`src/rtl/ctrl_path_pipe_if.sv`:
```
// Control-path bundle between ctrl_path_pipe and the datapath.
// CTRL_ILLEGAL_TRAP_EN adds the IllegalW flag.
interface ctrl_path_pipe_if #(
  parameter int unsigned ALUCTL_W = 4
);
  logic [6:0]          opcode;
  logic [2:0]          funct3;
  logic [6:0]          funct7;
  logic                ZeroE;
  logic                LtE;
  logic                LtuE;
  logic                StallE;
  logic                FlushE;
  logic [2:0]          ImmSrcD;
  logic                ALUSrcAE;
  logic [1:0]          ALUSrcBE;
  logic [ALUCTL_W-1:0] ALUControlE;
  logic                PCSrcE;
  logic                PCJalSrcE;
  logic                ResultSrcE0;
  logic                MemWriteM;
  logic                RegWriteM;
  logic                RegWriteW;
  logic [1:0]          ResultSrcW;
`ifdef CTRL_ILLEGAL_TRAP_EN
  logic                IllegalW;
`endif

  modport master (
    input  opcode, funct3, funct7, ZeroE, LtE, LtuE, StallE, FlushE,
    output ImmSrcD, ALUSrcAE, ALUSrcBE, ALUControlE, PCSrcE, PCJalSrcE, ResultSrcE0,
    output MemWriteM, RegWriteM, RegWriteW, ResultSrcW
`ifdef CTRL_ILLEGAL_TRAP_EN
    , output IllegalW
`endif
  );

  modport slave (
    output opcode, funct3, funct7, ZeroE, LtE, LtuE, StallE, FlushE,
    input  ImmSrcD, ALUSrcAE, ALUSrcBE, ALUControlE, PCSrcE, PCJalSrcE, ResultSrcE0,
    input  MemWriteM, RegWriteM, RegWriteW, ResultSrcW
`ifdef CTRL_ILLEGAL_TRAP_EN
    , input IllegalW
`endif
  );
endinterface

```
`src/rtl/ctrl_path_pipe.sv`:
```
// Pipelined RV32I control path: decode in D, branch/jump resolution in E, MEM_STAGES to W.
// Define CTRL_ILLEGAL_TRAP_EN to flag illegal opcodes on IllegalW.
module ctrl_path_pipe #(
  parameter int unsigned MEM_STAGES = 1,
  parameter int unsigned ALUCTL_W   = 4
) (
  input  logic             clk,
  input  logic             reset,
  ctrl_path_pipe_if.master bus
);
  localparam logic [3:0] AluAdd  = 4'd0,  AluSub = 4'd1, AluSll = 4'd2, AluSlt = 4'd3;
  localparam logic [3:0] AluSltu = 4'd4,  AluXor = 4'd5, AluSrl = 4'd6, AluSra = 4'd7;
  localparam logic [3:0] AluOr   = 4'd8,  AluAnd = 4'd9, AluPassB = 4'd10;

  typedef struct packed {
    logic       rw;
    logic       mw;
    logic       br;
    logic       jump;
    logic       jalr;
    logic       a;
    logic [1:0] b;
    logic [1:0] res;
    logic [3:0] alu;
    logic [2:0] f3;
  } ctrl_t;

  function automatic logic [3:0] alu_op(input logic [2:0] f3, input logic alt);
    case (f3)
      3'b000:  return alt ? AluSub : AluAdd;
      3'b001:  return AluSll;
      3'b010:  return AluSlt;
      3'b011:  return AluSltu;
      3'b100:  return AluXor;
      3'b101:  return alt ? AluSra : AluSrl;
      3'b110:  return AluOr;
      default: return AluAnd;
    endcase
  endfunction

  ctrl_t                       ctl_d, ex_q;
  logic [2:0]                  imm_d;
  logic                        cond;
  logic                        mem_bubble;
  logic                        mw_m_q;
  logic [MEM_STAGES-1:0]       rw_m_q;
  logic [MEM_STAGES-1:0][1:0]  res_m_q;
  logic                        rw_w_q;
  logic [1:0]                  res_w_q;
  logic                        unused_funct7;

  assign unused_funct7 = ^{bus.funct7[6], bus.funct7[4:0]};

  always_comb begin
    ctl_d    = '0;
    ctl_d.f3 = bus.funct3;
    imm_d    = 3'b000;
    case (bus.opcode)
      7'b0110011: begin
        ctl_d.rw  = 1'b1;
        ctl_d.alu = alu_op(bus.funct3, bus.funct7[5]);
      end
      7'b0010011: begin
        ctl_d.rw  = 1'b1;
        ctl_d.b   = 2'b01;
        // Only srai uses funct7[5]; other immediates may have that bit set.
        ctl_d.alu = alu_op(bus.funct3, (bus.funct3 == 3'b101) & bus.funct7[5]);
      end
      7'b0000011: begin
        ctl_d.rw = 1'b1; ctl_d.b = 2'b01; ctl_d.res = 2'b01; ctl_d.alu = AluAdd;
      end
      7'b0100011: begin
        ctl_d.mw = 1'b1; ctl_d.b = 2'b01; imm_d = 3'b001; ctl_d.alu = AluAdd;
      end
      7'b1100011: begin
        ctl_d.br = 1'b1; imm_d = 3'b010; ctl_d.alu = AluSub;
      end
      7'b1101111: begin
        ctl_d.rw = 1'b1; ctl_d.jump = 1'b1; imm_d = 3'b011; ctl_d.res = 2'b10;
      end
      7'b1100111: begin
        ctl_d.rw = 1'b1; ctl_d.jump = 1'b1; ctl_d.jalr = 1'b1; ctl_d.b = 2'b01;
        ctl_d.res = 2'b10; ctl_d.alu = AluAdd;
      end
      7'b0110111: begin
        ctl_d.rw = 1'b1; ctl_d.b = 2'b01; imm_d = 3'b100; ctl_d.alu = AluPassB;
      end
      7'b0010111: begin
        ctl_d.rw = 1'b1; ctl_d.a = 1'b1; ctl_d.b = 2'b01; imm_d = 3'b100; ctl_d.alu = AluAdd;
      end
      default: ;
    endcase
  end

  always_comb begin
    case (ex_q.f3)
      3'b000:  cond = bus.ZeroE;
      3'b001:  cond = ~bus.ZeroE;
      3'b100:  cond = bus.LtE;
      3'b101:  cond = ~bus.LtE;
      3'b110:  cond = bus.LtuE;
      3'b111:  cond = ~bus.LtuE;
      default: cond = 1'b0;
    endcase
  end

  // A held E slot must not also advance, otherwise its write/store would repeat.
  assign mem_bubble = bus.StallE & ~bus.FlushE;

  always_ff @(posedge clk) begin
    if (reset) begin
      ex_q    <= '0;
      mw_m_q  <= 1'b0;
      rw_m_q  <= '0;
      res_m_q <= '0;
      rw_w_q  <= 1'b0;
      res_w_q <= 2'b00;
    end else begin
      if (bus.FlushE) begin
        ex_q <= '0;
      end else if (!bus.StallE) begin
        ex_q <= ctl_d;
      end
      mw_m_q     <= ex_q.mw & ~mem_bubble;
      rw_m_q[0]  <= ex_q.rw & ~mem_bubble;
      res_m_q[0] <= mem_bubble ? 2'b00 : ex_q.res;
      for (int i = 1; i < MEM_STAGES; i++) begin
        rw_m_q[i]  <= rw_m_q[i-1];
        res_m_q[i] <= res_m_q[i-1];
      end
      rw_w_q  <= rw_m_q[MEM_STAGES-1];
      res_w_q <= res_m_q[MEM_STAGES-1];
    end
  end

`ifdef CTRL_ILLEGAL_TRAP_EN
  logic                  ill_d;
  logic                  ill_e_q;
  logic [MEM_STAGES-1:0] ill_m_q;
  logic                  ill_w_q;

  // Every legal opcode sets at least one of RegWrite, MemWrite or Branch.
  assign ill_d = ~(ctl_d.rw | ctl_d.mw | ctl_d.br);

  always_ff @(posedge clk) begin
    if (reset) begin
      ill_e_q <= 1'b0;
      ill_m_q <= '0;
      ill_w_q <= 1'b0;
    end else begin
      if (bus.FlushE) begin
        ill_e_q <= 1'b0;
      end else if (!bus.StallE) begin
        ill_e_q <= ill_d;
      end
      ill_m_q[0] <= ill_e_q & ~mem_bubble;
      for (int i = 1; i < MEM_STAGES; i++) begin
        ill_m_q[i] <= ill_m_q[i-1];
      end
      ill_w_q <= ill_m_q[MEM_STAGES-1];
    end
  end

  assign bus.IllegalW = ill_w_q;
`endif

  assign bus.ImmSrcD     = imm_d;
  assign bus.ALUSrcAE    = ex_q.a;
  assign bus.ALUSrcBE    = ex_q.b;
  assign bus.ALUControlE = ALUCTL_W'(ex_q.alu);
  assign bus.PCSrcE      = (ex_q.br & cond) | ex_q.jump;
  assign bus.PCJalSrcE   = ex_q.jalr;
  assign bus.ResultSrcE0 = ex_q.res[0];
  assign bus.MemWriteM   = mw_m_q;
  assign bus.RegWriteM   = rw_m_q[0];
  assign bus.RegWriteW   = rw_w_q;
  assign bus.ResultSrcW  = res_w_q;
endmodule

```
`src/flat_wrapper.sv`:
```
// flat-port wrapper written by rule: the top's interface ports become plain ports
module ctrl_path_pipe_flat 
#(
  parameter int unsigned MEM_STAGES = 1,
  parameter int unsigned ALUCTL_W   = 4
)
  (clk, reset, bus_opcode, bus_funct3, bus_funct7, bus_ZeroE, bus_LtE, bus_LtuE, bus_StallE, bus_FlushE, bus_ImmSrcD, bus_ALUSrcAE, bus_ALUSrcBE, bus_ALUControlE, bus_PCSrcE, bus_PCJalSrcE, bus_ResultSrcE0, bus_MemWriteM, bus_RegWriteM, bus_RegWriteW, bus_ResultSrcW);
  ctrl_path_pipe_if #(.ALUCTL_W(ALUCTL_W)) bus_i ();
  input  logic clk;
  input  logic reset;
  input wire logic [$bits(bus_i.opcode)-1:0] bus_opcode;
  input wire logic [$bits(bus_i.funct3)-1:0] bus_funct3;
  input wire logic [$bits(bus_i.funct7)-1:0] bus_funct7;
  input wire logic [$bits(bus_i.ZeroE)-1:0] bus_ZeroE;
  input wire logic [$bits(bus_i.LtE)-1:0] bus_LtE;
  input wire logic [$bits(bus_i.LtuE)-1:0] bus_LtuE;
  input wire logic [$bits(bus_i.StallE)-1:0] bus_StallE;
  input wire logic [$bits(bus_i.FlushE)-1:0] bus_FlushE;
  output wire logic [$bits(bus_i.ImmSrcD)-1:0] bus_ImmSrcD;
  output wire logic [$bits(bus_i.ALUSrcAE)-1:0] bus_ALUSrcAE;
  output wire logic [$bits(bus_i.ALUSrcBE)-1:0] bus_ALUSrcBE;
  output wire logic [$bits(bus_i.ALUControlE)-1:0] bus_ALUControlE;
  output wire logic [$bits(bus_i.PCSrcE)-1:0] bus_PCSrcE;
  output wire logic [$bits(bus_i.PCJalSrcE)-1:0] bus_PCJalSrcE;
  output wire logic [$bits(bus_i.ResultSrcE0)-1:0] bus_ResultSrcE0;
  output wire logic [$bits(bus_i.MemWriteM)-1:0] bus_MemWriteM;
  output wire logic [$bits(bus_i.RegWriteM)-1:0] bus_RegWriteM;
  output wire logic [$bits(bus_i.RegWriteW)-1:0] bus_RegWriteW;
  output wire logic [$bits(bus_i.ResultSrcW)-1:0] bus_ResultSrcW;
  assign bus_i.opcode = bus_opcode;
  assign bus_i.funct3 = bus_funct3;
  assign bus_i.funct7 = bus_funct7;
  assign bus_i.ZeroE = bus_ZeroE;
  assign bus_i.LtE = bus_LtE;
  assign bus_i.LtuE = bus_LtuE;
  assign bus_i.StallE = bus_StallE;
  assign bus_i.FlushE = bus_FlushE;
  assign bus_ImmSrcD = bus_i.ImmSrcD;
  assign bus_ALUSrcAE = bus_i.ALUSrcAE;
  assign bus_ALUSrcBE = bus_i.ALUSrcBE;
  assign bus_ALUControlE = bus_i.ALUControlE;
  assign bus_PCSrcE = bus_i.PCSrcE;
  assign bus_PCJalSrcE = bus_i.PCJalSrcE;
  assign bus_ResultSrcE0 = bus_i.ResultSrcE0;
  assign bus_MemWriteM = bus_i.MemWriteM;
  assign bus_RegWriteM = bus_i.RegWriteM;
  assign bus_RegWriteW = bus_i.RegWriteW;
  assign bus_ResultSrcW = bus_i.ResultSrcW;
  ctrl_path_pipe #(.MEM_STAGES(MEM_STAGES), .ALUCTL_W(ALUCTL_W)) u_core (.clk(clk), .reset(reset), .bus(bus_i));
endmodule
```
`config.mk`:
```
export PLATFORM = sky130hd
export DESIGN_NAME = ctrl_path_pipe_flat
export DESIGN_NICKNAME = d
export VERILOG_FILES = /design/src/rtl/ctrl_path_pipe_if.sv /design/src/rtl/ctrl_path_pipe.sv /design/src/flat_wrapper.sv
export SDC_FILE = /design/constraint.sdc
export NUM_CORES = 1
export LEC_CHECK = 0
export BUFFER_PORTS_ARGS = -buffer_cell sky130_fd_sc_hd__buf_2
export CORE_AREA = 2 2 52 54
export DETAILED_ROUTE_END_ITERATION = 12
export DIE_AREA = 0 0 54 56
export PLACE_DENSITY = 0.78
export SLEW_MARGIN = 25
export SYNTH_ARGS = -nofsm -noshare
export SYNTH_HDL_FRONTEND = slang
export SYNTH_SLANG_ARGS = --single-unit
```
`constraint.sdc`:
```
create_clock -name clk -period 1.5 [get_ports clk]
set_input_delay 0.075 -clock clk [delete_from_list [all_inputs] [get_ports clk]]
set_output_delay 0.075 -clock clk [all_outputs]
set_load 0.05 [all_outputs]
```
==> results of run 1 <==
## what timing repair did
action / CTS / global route
cloned: 0 / 0
pin swaps: 3 / 1
setup endpoints to repair: 1 / 1
hold endpoints to repair: 3 / 0
gates resized for setup: 3 / 0
buffers inserted: 1 / 0
hold buffers: 1 / 0
## cells in the final DEF (no fill, tap or decap), types with 2 or more instances in the layout
master    instances
a211oi_1          2
nor2_1           13
a21oi_1          10
a221oi_2          2
nand2b_1          2
a22oi_1           2
buf_4             3
nand2_1          11
dfxtp_1          22
or4b_1            2
nor3_1            3
and2_1            4
xnor2_1           2
o21ai_1           2
mux2i_1           4
inv_1             3
o21ai_0           3
buf_2            33
nor2b_1           5
or4_4             2
clkbuf_4          3
a21o_1            2
## cell families (layout without fill, tap and decap cells)
logic type                after synthesis  after routing  share of synthesized area
and+or+nand+nor                        51             51                      0.250
AOI/OAI and AO/OA                      29             29                      0.181
DFF                                    23             23                      0.421
xor gates and xnor gates                3              3                     0.0240
other                                   1              1                    0.00343
buffers and inverters                  16             45                     0.0846
muxes                                   4              4                     0.0366
## metal layers
| layer | vias to the layer above | GRT usage | share of wire |
|---|---|---|---|
| li1 | 496 | - | - |
| met1 | 437 | 0.204 | 0.44 |
| met2 | 30 | 0.275 | 0.50 |
| met3 | 2 | 0.0161 | 0.059 |
| met4 | 0 | 0.0429 | 0.0075 |
| met5 | - | 0 | 0 |
## critical path, delay by kind of cell (launching register included)
| family | cells | cell delay, ps |
|---|---|---|
| xor+xnor | 1 | 90 |
| flops | 1 | 370 |
| mux | 1 | 240 |
| compound gates | 2 | 330 |
| buf+inv | 1 | 150 |
## area by class of cell
cell class	count	area, µm²	share of cell area
Clock buffer	3	22.5	0.0172
Clock inverter	1	7.51	0.00573
Timing Repair Buffer	38	209	0.160
Sequential cell	23	462	0.352
Inverter	3	11.3	0.00860
Multi-Input combinational cell	88	561	0.428
Tap cell	30	37.5	0.0287
## metrics by stage
| stage | setup WS, ps | cells | setup TNS [ps] | instance area (µm²) | total power [mW] |
|---|---|---|---|---|---|
| global route | -105 | 186 | -105 | 1310 | 1.11 |
| detailed placement | 91.5 | 180 | 0 | 1250 | 0.779 |
| CTS | -77.6 | 186 | -77.6 | 1310 | 1.06 |
| finish | -56.3 | 186 | -56.3 | 1310 | 1.06 |
| floorplan | 35.7 | 127 | 0 | 1110 | 0.732 |
| global placement | 115 | 180 | 0 | 1250 | 0.773 |
## flip-flops by register name, indices dropped and copies added (netlist names)
signal                  cells
u_core.res_m_q              2
u_core.bus.RegWriteW        1
u_core.ex_q                 8
u_core.bus.ResultSrcW       2
u_core.bus.PCJalSrcE        1
u_core.bus.MemWriteM        1
u_core.bus.ALUControlE      4
u_core.bus.RegWriteM        1
u_core.bus.ResultSrcE0      1
u_core.bus.ALUSrcBE         1
u_core.bus.ALUSrcAE         1
## worst max path at each step
stage | depth (start not counted) | end | slack, ps
2_1_floorplan | 3 | bus_ImmSrcD[1] | 40
3_3_place_gp | 4 | u_core.bus.ResultSrcE0 | 110
3_5_place_dp | 4 | u_core.bus.ResultSrcE0 | 90
4_1_cts | 5 | bus_PCSrcE | -80
5_1_grt | 5 | bus_PCSrcE | -110
6_report | 5 | bus_PCSrcE | -60
## Yosys cell counts, types with 3 or more instances
master	n	area (µm²)
mux2i_1	4	40.0
dfxtp_1	23	460
nor3_1	3	15.0
inv_1	3	11.3
a21oi_1	10	50.1
nor2_1	13	48.8
buf_4	6	45.0
clkbuf_1	3	11.3
o21ai_0	4	20.0
nand2_1	11	41.3
and2_1	4	25.0
nor2b_1	5	31.3
## power by group
part           switching [mW]  internal [mW]
clock                   0.189          0.101
sequential            0.00367          0.617
combinational          0.0939         0.0550
==> flow_summary.toml, run 1 <==
[cts]
clk_pin_slew_ps = 130
htreeDepth = 1
cts.path.max_buffers = 2
cts_tree = "yes"
clock_sinks = 23
cts_made_buffers = 3
clock_latency_ps = 310
cts_root_buffer = "clkbuf_4"

[worst_setup_path]
ff2ff_path_depth = 3
cp_slowest_cell = "dfxtp_2"
cpMostUsedCell = "a21o_1"
r2r-end = "u_core.ex_q[1]"
r2r_slack_ps = 730
crit_chain = "mux2i_1 -> xnor2_1 -> a21o_1 -> a21o_1 -> buf_6"
end_kind = "output pin"
critical_path_class = "flop to output pin"
crit_required_ps = 1420
crit_arrival_ps = 1480
crit_start = "u_core.ex_q[1]"
max_stage_delay_ps = 370
crit_fanout = 2
worst_setup_path_start_kind = "flop"
timing.rr.start = "u_core.ex_q[1]"

[place]
port_buffers = 34
place_hpwl_um = 1740
gp_congestion = 0.773

[flow_run]
maxCapViolations = 0

[routing]
avgViaCountPerCell = 5.19
first_iter_violations = 12
routed_wl_um = 2250
num_vias = 965
wl_per_cell_um = 12.1
firstDrtPassIters = 4
drc_errors = 0
ant_nets = 0

[die]
dieArea_um2 = 3020
fp.coreArea_um2 = 2430
io_pins = 42
die_h_um = 56
start_util = 0.450
rows = 18
die_w_um = 54

[status]
status = "finished with violations"
failed_checks = "setup timing"

[cells_and_area]
diodes = 0
syn2layout_area_growth_pct = 19.7
drive_above_1_share = 0.321
nets = 181
fin_util = 0.539
fillCellCount = 243

[synth]
synth.avg_cell_area_um2 = 8.62
netlist_instances = 127
seq_area_frac_synth = 0.421
ys_warn_count = 0
ys.flop_type = "dfxtp_1"
synthesis.area_um2 = 1090
synth_edf_count = 0
yosysUniqueCellTypes = 39
async_flop_share = 0
ys_seq_elements = 23
synth_nets = 151

[grt]
antenna_found_initial = 0
grt_pass1_wl_um = 3760
track_usage = 0.159
first_global_vias = 889
overflow = 0
grt_max_degree = 17

[worst_hold_path]
min_from = "bus_funct3[0]"
hold_path.class = "primary input to flop"
holdPathStages = 3
holdPathEnd = "u_core.ex_q[0]"

[pwr]
peakVddDrop_uv = 490
p_leak_nw = 0.557
p_per_area_nw_per_um2 = 809

[sta]
hold_violations = 0
finClkSkew_ps = 1.45
setup_violations = 1
rsz0062_at_grt = "yes"
finalCritPeriodShare = 1.04
fmax_mhz = 643
worst_slack_ps = -56.3
final.min_clock_period_ps = 1560
finalMaxSlewViolations = 0
hold_ws_ps = 72.0
Power figures use the tool's default switching activity.
==> run 2, diff against run 1 <==
- CORE_AREA: 2 2 52 54 -> 2 2 54 56
- DIE_AREA: 0 0 54 56 -> 0 0 56 58
- PLACE_DENSITY: 0.78 -> 0.76
- clock period: 1.5 -> 1.3 ns (I/O delays scaled with it)
==> run 2 against run 1 <==
Compared with the run above: the flow still finishes with violations (setup timing); clock power up 18%; cell area up 5.5%; setup slack worse by 150 ps; register-to-register slack worse by 190 ps; critical path depth unchanged; cell count up 4.3%; clock-buffer cell count unchanged; clock skew down 0.67 ps; die area up 7.4%; sequential cell count unchanged.
==> flow_summary.toml, run 2 (synthesized netlist as in run 1, its figures left out) <==
[worst_setup_path]
ff2ff_path_depth = 2
end_kind = "output pin"
critical_path_class = "flop to output pin"
worst_setup_path_start_kind = "flop"
crit_arrival_ps = 1440
crit_required_ps = 1240
crit_fanout = 2

[pwr]
finalPower_mw = 1.25
p_clk_frac = 0.273
power.internal_mw = 0.906
p_per_area_nw_per_um2 = 904
seqPwrFrac = 0.572
p_switching_mw = 0.344
pwr-share-comb = 0.155
p_leak_nw = 0.595
peakVddDrop_uv = 448
swShare = 0.275

[flow_run]
maxCapViolations = 0

[grt]
grt_max_degree = 17
overflow = 0
track_usage = 0.150
first_global_vias = 900
antenna_found_initial = 0
grt_pass1_wl_um = 3870

[cts]
htreeDepth = 1
cts_made_buffers = 3
clock_sinks = 23
cts.path.max_buffers = 2
cts_root_buffer = "clkbuf_4"
clk_pin_slew_ps = 130
clock_latency_ps = 310
cts_tree = "yes"

[cells_and_area]
fin_area_um2 = 1380
top_register = "u_core.ex_q"
final_cell_mix = "buf_2 (32), dfxtp_1 (22), nor2_1 (13)"
nets = 188
fin_util = 0.519
mostFrequentLayoutCell = "buf_2"
syn2layout_area_growth_pct = 26.3
drive_above_1_share = 0.368
diodes = 0
largest_register_ffs = 8

[place]
placed_area_um2 = 1330
place_hpwl_um = 1900
pre_cts_slack_ps = -69.0
port_buffers = 34
gp_congestion = 0.762

[die]
die_w_um = 56
die_h_um = 58
io_pins = 42
fp.coreArea_um2 = 2660
dieArea_um2 = 3250
start_util = 0.411
rows = 19

[routing]
wl_per_cell_um = 12.3
num_vias = 989
firstDrtPassIters = 4
first_iter_violations = 17
ant_nets = 0
drc_errors = 0
avgViaCountPerCell = 5.10
routed_wl_um = 2390

[worst_hold_path]
holdPathStages = 3
hold_path.class = "primary input to flop"

[sta]
worst_slack_ps = -204
finalSetupTns_ps = -204
setup_violations = 1
final.min_clock_period_ps = 1500
fmax_mhz = 665
rsz0062_at_grt = "yes"
hold_violations = 0
finalCritPeriodShare = 1.16
finClkSkew_ps = 0.778
finalMaxSlewViolations = 0

[status]
status = "finished with violations"
failed_checks = "setup timing"
run 2: changes by cell type in the layout (fill, tap and decap cells not counted):
cell and change:
clkbuf_4 +1, buf_2 -1, buf_4 +7, a21oi_2 +1
nor3_2 +1, a21oi_1 -1, nor3_1 -1, nand2_1 -1
nand2_4 +1
run 2: metal layers:
layer  GRT usage  vias up  share of wire
met3      0.0268        2          0.059
met4      0.0510        0         0.0058
met2       0.281       33           0.53
met5           0        -              0
met1       0.172      447           0.41
li1            -      507              -
run 2: final cells by class:
cell class	count	area [µm²]
flip-flops and latches	23	462
clock inverters	1	7.51
clock buffers	3	22.5
repair buffers	45	264
fillers	269	1280
inverters	3	11.3
multi-input cells	88	577
well taps	31	38.8
run 2: what timing repair did:
action                     4_1_cts  5_1_grt
hold endpoints to repair         3        0
resized for setup                3        1
pin swaps                        3        1
hold buffers                     1        0
buffers inserted                 1        0
setup endpoints to repair        1        2
run 2: power by group through the flow:
stage	sequential, mW	combinational [mW]	clock (mW)
after floorplan	0.732	0.117	0
after detailed placement	0.731	0.188	0
after global routing	0.717	0.212	0.382
final	0.715	0.193	0.341
after global placement	0.731	0.181	0
after CTS	0.715	0.194	0.347
run 2: critical path: stages, from the launching register on:
cell     delay [ps]
dfxtp_2         360
mux2i_1         220
xnor2_1          90
a21o_1          160
a21o_1          160
buf_6           150
run 2: worst paths after layout:
kind / slack, ps / start / end
setup / recovery: -200 / u_core.ex_q[1] / bus_PCSrcE
hold / removal: 60 / bus_funct3[0] / u_core.ex_q[0]
setup reg to reg: 540 / u_core.bus.ALUControlE[1] / u_core.bus.ALUControlE[1]
hold reg to reg: 460 / u_core.res_m_q[0] / u_core.bus.ResultSrcW[0]
run 2: through the flow:
stage	hold slack [ps]	cells
after global routing	63.8	194
after detailed placement	288	188
after floorplan	137	127
final	57.5	194
after CTS	54.4	194
after global placement	284	188
